### config.mk
export PLATFORM = sky130hd
export DESIGN_NAME = corral_input_ctrl
export DESIGN_NICKNAME = d
export VERILOG_FILES = /design/src/rtl/corral_input_ctrl.sv
export SDC_FILE = /design/constraint.sdc
export NUM_CORES = 1
export LEC_CHECK = 0
export ABC_AREA = 1
export BUFFER_PORTS_ARGS = -buffer_cell sky130_fd_sc_hd__buf_2
export CAP_MARGIN = 20
export CORE_MARGIN = 2
export CORE_UTILIZATION = 50
export DETAILED_ROUTE_END_ITERATION = 12
export HOLD_SLACK_MARGIN = 0.05
export PLACE_DENSITY = 0.79
export SLEW_MARGIN = 25
export SYNTH_ARGS = -nofsm -noshare
export SYNTH_HDL_FRONTEND = slang
export SYNTH_SLANG_ARGS = --single-unit
export TNS_END_PERCENT = 20
### constraint.sdc
create_clock -name clock -period 3.55 [get_ports clock]
set_input_delay 0.5325 -clock clock [delete_from_list [all_inputs] [get_ports clock]]
set_output_delay 0.5325 -clock clock [all_outputs]
set_load 0.05 [all_outputs]
### src/rtl/corral_input_ctrl.sv
// Player-side front end for the corral game: conditions three push-buttons,
// keeps the selected move and runs the enter/ready submission handshake.
module corral_input_ctrl #(
  parameter int unsigned DEBOUNCE_CYCLES = 16,
  parameter int unsigned MOVE_MIN        = 1,
  parameter int unsigned MOVE_MAX        = 5,
  parameter int unsigned ACK_TIMEOUT     = 8
) (
  input  logic       clock,
  input  logic       reset_n,
  input  logic       btn_up,
  input  logic       btn_down,
  input  logic       btn_go,
  input  logic       ready,
  input  logic       gameover,
  output logic [2:0] move,
  output logic       enter,
  output logic       rejected,
  output logic       busy
);

  localparam int unsigned DW = $clog2(DEBOUNCE_CYCLES);
  localparam int unsigned TW = (ACK_TIMEOUT > 1) ? $clog2(ACK_TIMEOUT) : 1;
  localparam logic [DW-1:0] DB_LAST  = DW'(DEBOUNCE_CYCLES - 1);
  localparam logic [TW-1:0] TO_LAST  = TW'(ACK_TIMEOUT - 1);
  localparam logic [2:0]    MOVE_LO  = 3'(MOVE_MIN);
  localparam logic [2:0]    MOVE_HI  = 3'(MOVE_MAX);

  localparam int unsigned UP = 0;
  localparam int unsigned DN = 1;
  localparam int unsigned GO = 2;

  typedef enum logic [1:0] {
    ST_SELECT,
    ST_PRESENT,
    ST_RELEASE,
    ST_REJECT
  } state_t;

  logic [2:0]         raw;
  logic [2:0]         sync1_q, sync1_d;
  logic [2:0]         sync2_q, sync2_d;
  logic [2:0]         db_q, db_d;
  logic [2:0]         db_prev_q, db_prev_d;
  logic [2:0][DW-1:0] cnt_q, cnt_d;
  logic [2:0]         press;

  state_t     state_q, state_d;
  logic [TW-1:0] tcnt_q, tcnt_d;
  logic [2:0] move_q, move_d;
  logic       enter_q, enter_d;
  logic       rejected_q, rejected_d;
  logic       busy_q, busy_d;
  logic       gameover_q, gameover_d;

  assign raw = {btn_go, btn_down, btn_up};

  // Debounced level moves when the counter would reach DEBOUNCE_CYCLES-1.
  always_comb begin
    sync1_d   = raw;
    sync2_d   = sync1_q;
    db_d      = db_q;
    db_prev_d = db_q;
    cnt_d     = cnt_q;
    for (int unsigned i = 0; i < 3; i++) begin
      if (sync2_q[i] == db_q[i]) begin
        cnt_d[i] = '0;
      end else if (cnt_q[i] + DW'(1) == DB_LAST) begin
        db_d[i]  = sync2_q[i];
        cnt_d[i] = '0;
      end else begin
        cnt_d[i] = cnt_q[i] + DW'(1);
      end
    end
  end

  assign press = db_q & ~db_prev_q;

  always_comb begin
    state_d    = state_q;
    tcnt_d     = tcnt_q;
    move_d     = move_q;
    gameover_d = gameover;
    case (state_q)
      ST_SELECT: begin
        // Leaving SELECT freezes move so it is stable a clock before enter rises.
        if (press[GO] && ready) begin
          state_d = ST_PRESENT;
          tcnt_d  = '0;
        end else if (press[UP] && !press[DN]) begin
          if (move_q < MOVE_HI) move_d = move_q + 3'd1;
        end else if (press[DN] && !press[UP]) begin
          if (move_q > MOVE_LO) move_d = move_q - 3'd1;
        end
      end
      ST_PRESENT: begin
        if (!ready) begin
          state_d = ST_RELEASE;
        end else if (tcnt_q == TO_LAST) begin
          state_d = ST_REJECT;
        end else begin
          tcnt_d = tcnt_q + TW'(1);
        end
      end
      ST_RELEASE: state_d = ST_SELECT;
      ST_REJECT:  state_d = ST_SELECT;
      default:    state_d = ST_SELECT;
    endcase
    if (gameover && !gameover_q) move_d = MOVE_LO;
    enter_d    = (state_d == ST_PRESENT);
    rejected_d = (state_d == ST_REJECT);
    busy_d     = (state_d != ST_SELECT);
  end

  always_ff @(posedge clock or negedge reset_n) begin
    if (!reset_n) begin
      sync1_q    <= '0;
      sync2_q    <= '0;
      db_q       <= '0;
      db_prev_q  <= '0;
      cnt_q      <= '0;
      state_q    <= ST_SELECT;
      tcnt_q     <= '0;
      move_q     <= MOVE_LO;
      enter_q    <= 1'b0;
      rejected_q <= 1'b0;
      busy_q     <= 1'b0;
      gameover_q <= 1'b0;
    end else begin
      sync1_q    <= sync1_d;
      sync2_q    <= sync2_d;
      db_q       <= db_d;
      db_prev_q  <= db_prev_d;
      cnt_q      <= cnt_d;
      state_q    <= state_d;
      tcnt_q     <= tcnt_d;
      move_q     <= move_d;
      enter_q    <= enter_d;
      rejected_q <= rejected_d;
      busy_q     <= busy_d;
      gameover_q <= gameover_d;
    end
  end

  assign move     = move_q;
  assign enter    = enter_q;
  assign rejected = rejected_q;
  assign busy     = busy_q;

endmodule

# Yosys cells after proc, flatten, opt, wreduce, memory -nomap -nowiden
# Index checks and enable logic that the tools add are counted.
word_totals:
  elab_cells: 86
  reg_bits: 36
  out_inout_bits: 6
classes:
  n_reduce_logical: 19
  bitwise: 5
  magnitude_cmp: 2
  n_addsub: 6
  n_mux: 21
  eq_ne: 17
ops:
  columns: ["op", "n"]
  rows:
  - ["two-way mux 3 bit", 10]
  - ["two-way mux 4 bit", 6]
  - ["adder 4 x 1 -> 4 bit, second input constant", 3]
  - ["== test 4 bit, second input constant", 3]
  - ["adder 3 x 1 -> 3 bit, second input constant", 2]
  - ["== test 2 bit, second input constant", 3]
  - ["two-way mux 2 bit", 3]
  - ["inequality test 2 bit, second input constant", 3]
  - ["case mux 2 bit (3 select lines)", 1]
  - ["case mux 3 bit (2 select lines)", 1]
  - ["AND reduction 2 bit", 3]
  - ["nonzero test 2 bit", 3]
  - ["nonzero test 3 bit", 2]
  - ["AND reduction 5 bit", 1]
  - ["== test 2 x 1 -> 1 bit, second input constant", 2]
  - ["logical AND 1 bit", 4]
  - ["AND reduction 4 bit", 1]
  - ["AND 3 bit", 1]
  - ["== test 1 bit", 3]
  - ["== test 3 bit, second input constant", 1]
  - ["> comparator 3 x 1 -> 1 bit, second input constant", 1]
  - ["logical NOT 1 bit", 3]
  - ["< comparator 3 bit, second input constant", 1]
  - ["inequality test 3 x 1 -> 1 bit, second input constant", 1]
  - ["other kinds (6)", 8]

# Depth between registers and ports, before layout
logic_depth:
  depth_word: 9
  depth_mapped: 11
  mapped_depth_nobuf: 11

# Worst setup path after synthesis
# OpenSTA, ideal clock, no wires.
synth_path:
  path_type: "reg-to-reg"
  start: "reg move_q[0] (netlist: move[0])"
  end: "reg move_q[1] (netlist: move[1])"
  stages_incl_launch_ff: 7
  path_slack_ns: 2.056
  setup_time_ns: 0.119
  t_arrival_ns: 1.375
  path_buffers: 0
  synth_period_minus_slack_ns: 1.494
  cell_sequence: "dfstp_2 > inv_1 > ha_1 > xor2_1 > nand2_1 > nand2_1 > nor2_1"
synth_via:
  elab_chain_cells: 7
  elab_cells_between_ends: 14
  cone_classes: "add/sub: 2; order compare: 2; eq/ne: 1; mux: 7; reduce/logical: 2"
synth_rtl:
  columns: ["element", "line_no", "rtl"]
  rows:
  - ["from (decl)", "50", "logic [2:0] move_q, move_d;"]
  - ["from (signal assigned)", "137", "move_q <= move_d;"]
  - ["subtractor 3 x 1 -> 3 bit", "93", "if (move_q > MOVE_LO) move_d = move_q - 3'd1;"]
  - ["two-way mux 3 bit", "93", null]
  - ["two-way mux 3 bit", "92", "end else if (press[DN] && !press[UP]) begin"]
  - ["two-way mux 3 bit", "90", "end else if (press[UP] && !press[DN]) begin"]
  - ["two-way mux 3 bit", "87", "if (press[GO] && ready) begin"]
  - ["two-way mux 3 bit", "84", "case (state_q)"]
  - ["two-way mux 3 bit", "109", "if (gameover && !gameover_q) move_d = MOVE_LO;"]
# Several ways; a longest one is shown, not always the timed one. The select of a mux whose other input is x is not followed.
# A chain may end at the register's enable or synchronous reset.

# Final worst setup path
layout_path:
  start: "reg move_q[0] (netlist: move[0])"
  end: "out move[0]"
layout_lines:
  columns: ["element", "line_no", "rtl"]
  rows:
  - ["to (decl)", "16", "output logic [2:0] move,"]
# No word-level cell between the ends.

==> summary.md <==
| Metric | Value |
|---|---|
| Synth area leaders | dfrtp_1 (53%), nand2_1 (10%), ha_1 (9.0%) |
| VDD IR max | 0.0002799 V |
| DPL Wire Length | 1801 um |
| Peak Freq | 585.3 MHz |
| Largest net degree at the start of global routing | 37 |
| GPL Wtd Cong | 0.8024 |
| DR iter-0 viols | 34 |
| DIE WIDTH | 61.63 um |
| RSZ-0062 raised after global routing | no |
| Synth top cells by count | nand2_1 (45), dfrtp_1 (35), inv_1 (29) |
| Final ANT Viol Nets | 0 |
| Synthesized instance count | 180 |
| Run status | complete, no violations |
| Seq cells post-synth | 36 |
| CTS tree | built |
| Post-CTS Setup Bufs | 0 |
| First-pass GRT wire length | 4333 um |
| Gr ovfl total | 0 |
| CTS Buffer Depth | 2 |
| Clock Latency Late Sink | 0.33 ns |
| Synthesized cell area | 1660 um^2 |
| Crit path time final | 1.708 ns |
| Simple-gate share of the synthesized area | 22.53% |
| CTS buffer count | 5 |
| Worst slack, placed | 2.111 ns |
| Yosys top cell area share | 52.75% |
| I/O Buffers | 12 |
| Total core area | 3103 um^2 |
| CTS resizes | 0 |
| Total GRT Usage | 16.15% |
| Crit-path cells | buf_2 |
| Mux contribution to synthesized area | 0% |
| Post-synthesis xor/xnor area fraction | 5.275% |
| Ys Warns | 0 |
| Fin Hold WS | 0.2687 ns |
| Measured slew at the worst slew-check pin | 0.7644 ns |
| Root Driver | clkbuf_4 |
| Power Density | 424.0 nW/um^2 |
| CP peak stage delay | 0.58 ns |
| Post-synthesis compound-gate area fraction | 2.035% |
| Endpoints failing setup | 0 |
| Synth cell types | 19 |
| Fin nets | 218 |
| Slew Limit Fails | 0 |
| Die outline height | 61.63 um |
| CP bufs+invs | 1 |
| Reg clk slew, reported paths | 0.10 ns |
| Drt via density | 4.531 |
| Startpoint Class | register |
| Post-synth EDFFs | 0 |
| Post-synth ARST share | 100.0% |
| Initial Util | 53.51% |
| Flop-to-flop setup slack | 2.12 ns |
| CTS Hold Bufs | 0 |
| Rows | 20 |
| Drt pass-1 iters | 4 |
| Critical path arrival | 1.18 ns |
| Leading area contributor after synthesis | dfrtp_1 |
| Total wire length | 2400 um |
| Count leader, synth | nand2_1 |
| Die area | 3798 um^2 |
| # Max-Cap Violations | 0 |
| Critical R2R Capture | move[1] |
| Final setup margin | 1.842 ns |
| Slowest cell on crit path | dfstp_2 |
| CP Class | reg2out |
| Largest family of logic cells by synthesized area | simple AND/OR/NAND/NOR gates |
| Clock Skew | 0.003923 ns |
| Hold Path Class | in2async |
| Setup_tns | 0 ns |
| Initial antenna violation count | 0 |
| Top Ports | 13 |
| Syn_nets | 199 |
| Slew margin rel. | 49.04% |
| Antenna cells | 0 |
| Fill count | 283 |
| Synth Flop Type | dfrtp_1 |
| Mean post-synth cell area | 9.224 um^2 |
| Crit Reg-Reg Startpoint | db_prev_d[0] |
| Post-synthesis share of cell area spent on full adders, half adders and majority gates | 9.043% |
| Leakage | 0.001013 uW |
| Via count | 1101 |
| Layout cell share with drive strength beyond 1 | 14.07% |
| Final Hold Vio Count | 0 |
| FF-to-FF path depth | 9 |
| Final worst path period share | 48.13% |
| DRC | 0 |
| Syn-to-layout area delta | 10.85% |
| WP data required | 3.02 ns |
| H-tree levels | 2 |
| Largest delay share family, worst path | flip-flops |
| Crit path max fanout | 5 |
| Critical Path Sink Type | output pin |
| Crit path from | move[0] |
| Share of the yosys chip area belonging to registers | 54.33% |
| Wire per inst | 9.877 um |
| Vias in the first global route | 1057 |
| Clock Sinks | 36 |
## where the power goes
part,internal [uW],switching [uW],total [uW]
Sequential,429,18.1,447
Combinational,30.5,67.4,97.9
Clock,112,123,236
Total,572,209,780
## flip-flops by register name, summed over array words and instances (netlist names)
| register | flops |
|---|---|
| db_prev_d | 3 |
| cnt_q | 12 |
| sync1_q | 3 |
| state_q | 2 |
| busy | 1 |
| enter | 1 |
| db_prev_q | 3 |
| sync2_q | 3 |
| rejected | 1 |
| gameover_q | 1 |
| move | 3 |
| tcnt_q | 3 |
## worst max path at each step
stage / slack (ns) / cells after the start / end
2_1_floorplan: 2.06 / 6 / move[1]
3_3_place_gp: 2.13 / 9 / move[1]
3_5_place_dp: 2.11 / 9 / move[1]
4_1_cts: 1.82 / 1 / move[0]
5_1_grt: 1.78 / 1 / move[0]
6_report: 1.84 / 1 / move[0]
## metrics by stage
stage | cell area (um^2) | total power (uW) | instances | utilization, %
final | 1841 | 780.3 | 243 | 59.31
after global routing | 1841 | 828.9 | 243 | 59.31
after CTS | 1841 | 793.8 | 243 | 59.31
after detailed placement | 1775 | 554.6 | 236 | 57.22
after global placement | 1775 | 549.5 | 236 | 57.22
after floorplan | 1660 | 522.8 | 180 | -
## layout make-up
class | count | area [um^2] | share of cell area [%]
Multi-Input combinational cell | 114 | 645.6 | 35.08
Tap cell | 44 | 55.05 | 2.991
Inverter | 30 | 112.6 | 6.118
Clock buffer | 7 | 65.06 | 3.535
Timing Repair Buffer | 12 | 60.06 | 3.263
Sequential cell | 36 | 902.1 | 49.01
## layout by cell type, fill, tap and decap left out, drive strengths merged
master,count
nor2,21
dfstp,1
nand3b,1
nand3,15
a21boi,1
a22oi,1
ha,12
dfrtp,35
buf,12
nand4,3
inv,30
o21ai,2
xor2,10
clkbuf,7
a21oi,1
or2,1
nand2,46
## layer usage
metal / vias up / GRT usage, % / share of wire (%)
li1: 587 / - / -
met1: 498 / 19.83 / 47
met2: 11 / 25.71 / 49
met3: 5 / 4.412 / 2.5
met4: 0 / 9.119 / 2.0
met5: - / 0 / 0
## logic make-up (layout without fill, tap and decap cells)
| kind of cell | Yosys count | after routing |
|---|---|---|
| xor gates and xnor gates | 10 | 10 |
| buffers and inverters | 30 | 49 |
| and+or+nand+nor | 87 | 87 |
| AOI/OAI and AO/OA | 5 | 5 |
| adders and majority gates | 12 | 12 |
| DFF | 36 | 36 |
## worst register-to-register path, stage by stage (launching register included)
cell and delay [ns]:
dfrtp_1 0.42, inv_1 0.06, nor2_1 0.14, ha_1 0.27
nor2_2 0.10, nand2_1 0.08, nor2_2 0.12, nand2_1 0.06
nand2_1 0.05, nor2_1 0.04
Note: power is estimated with default switching activity, not from simulation.
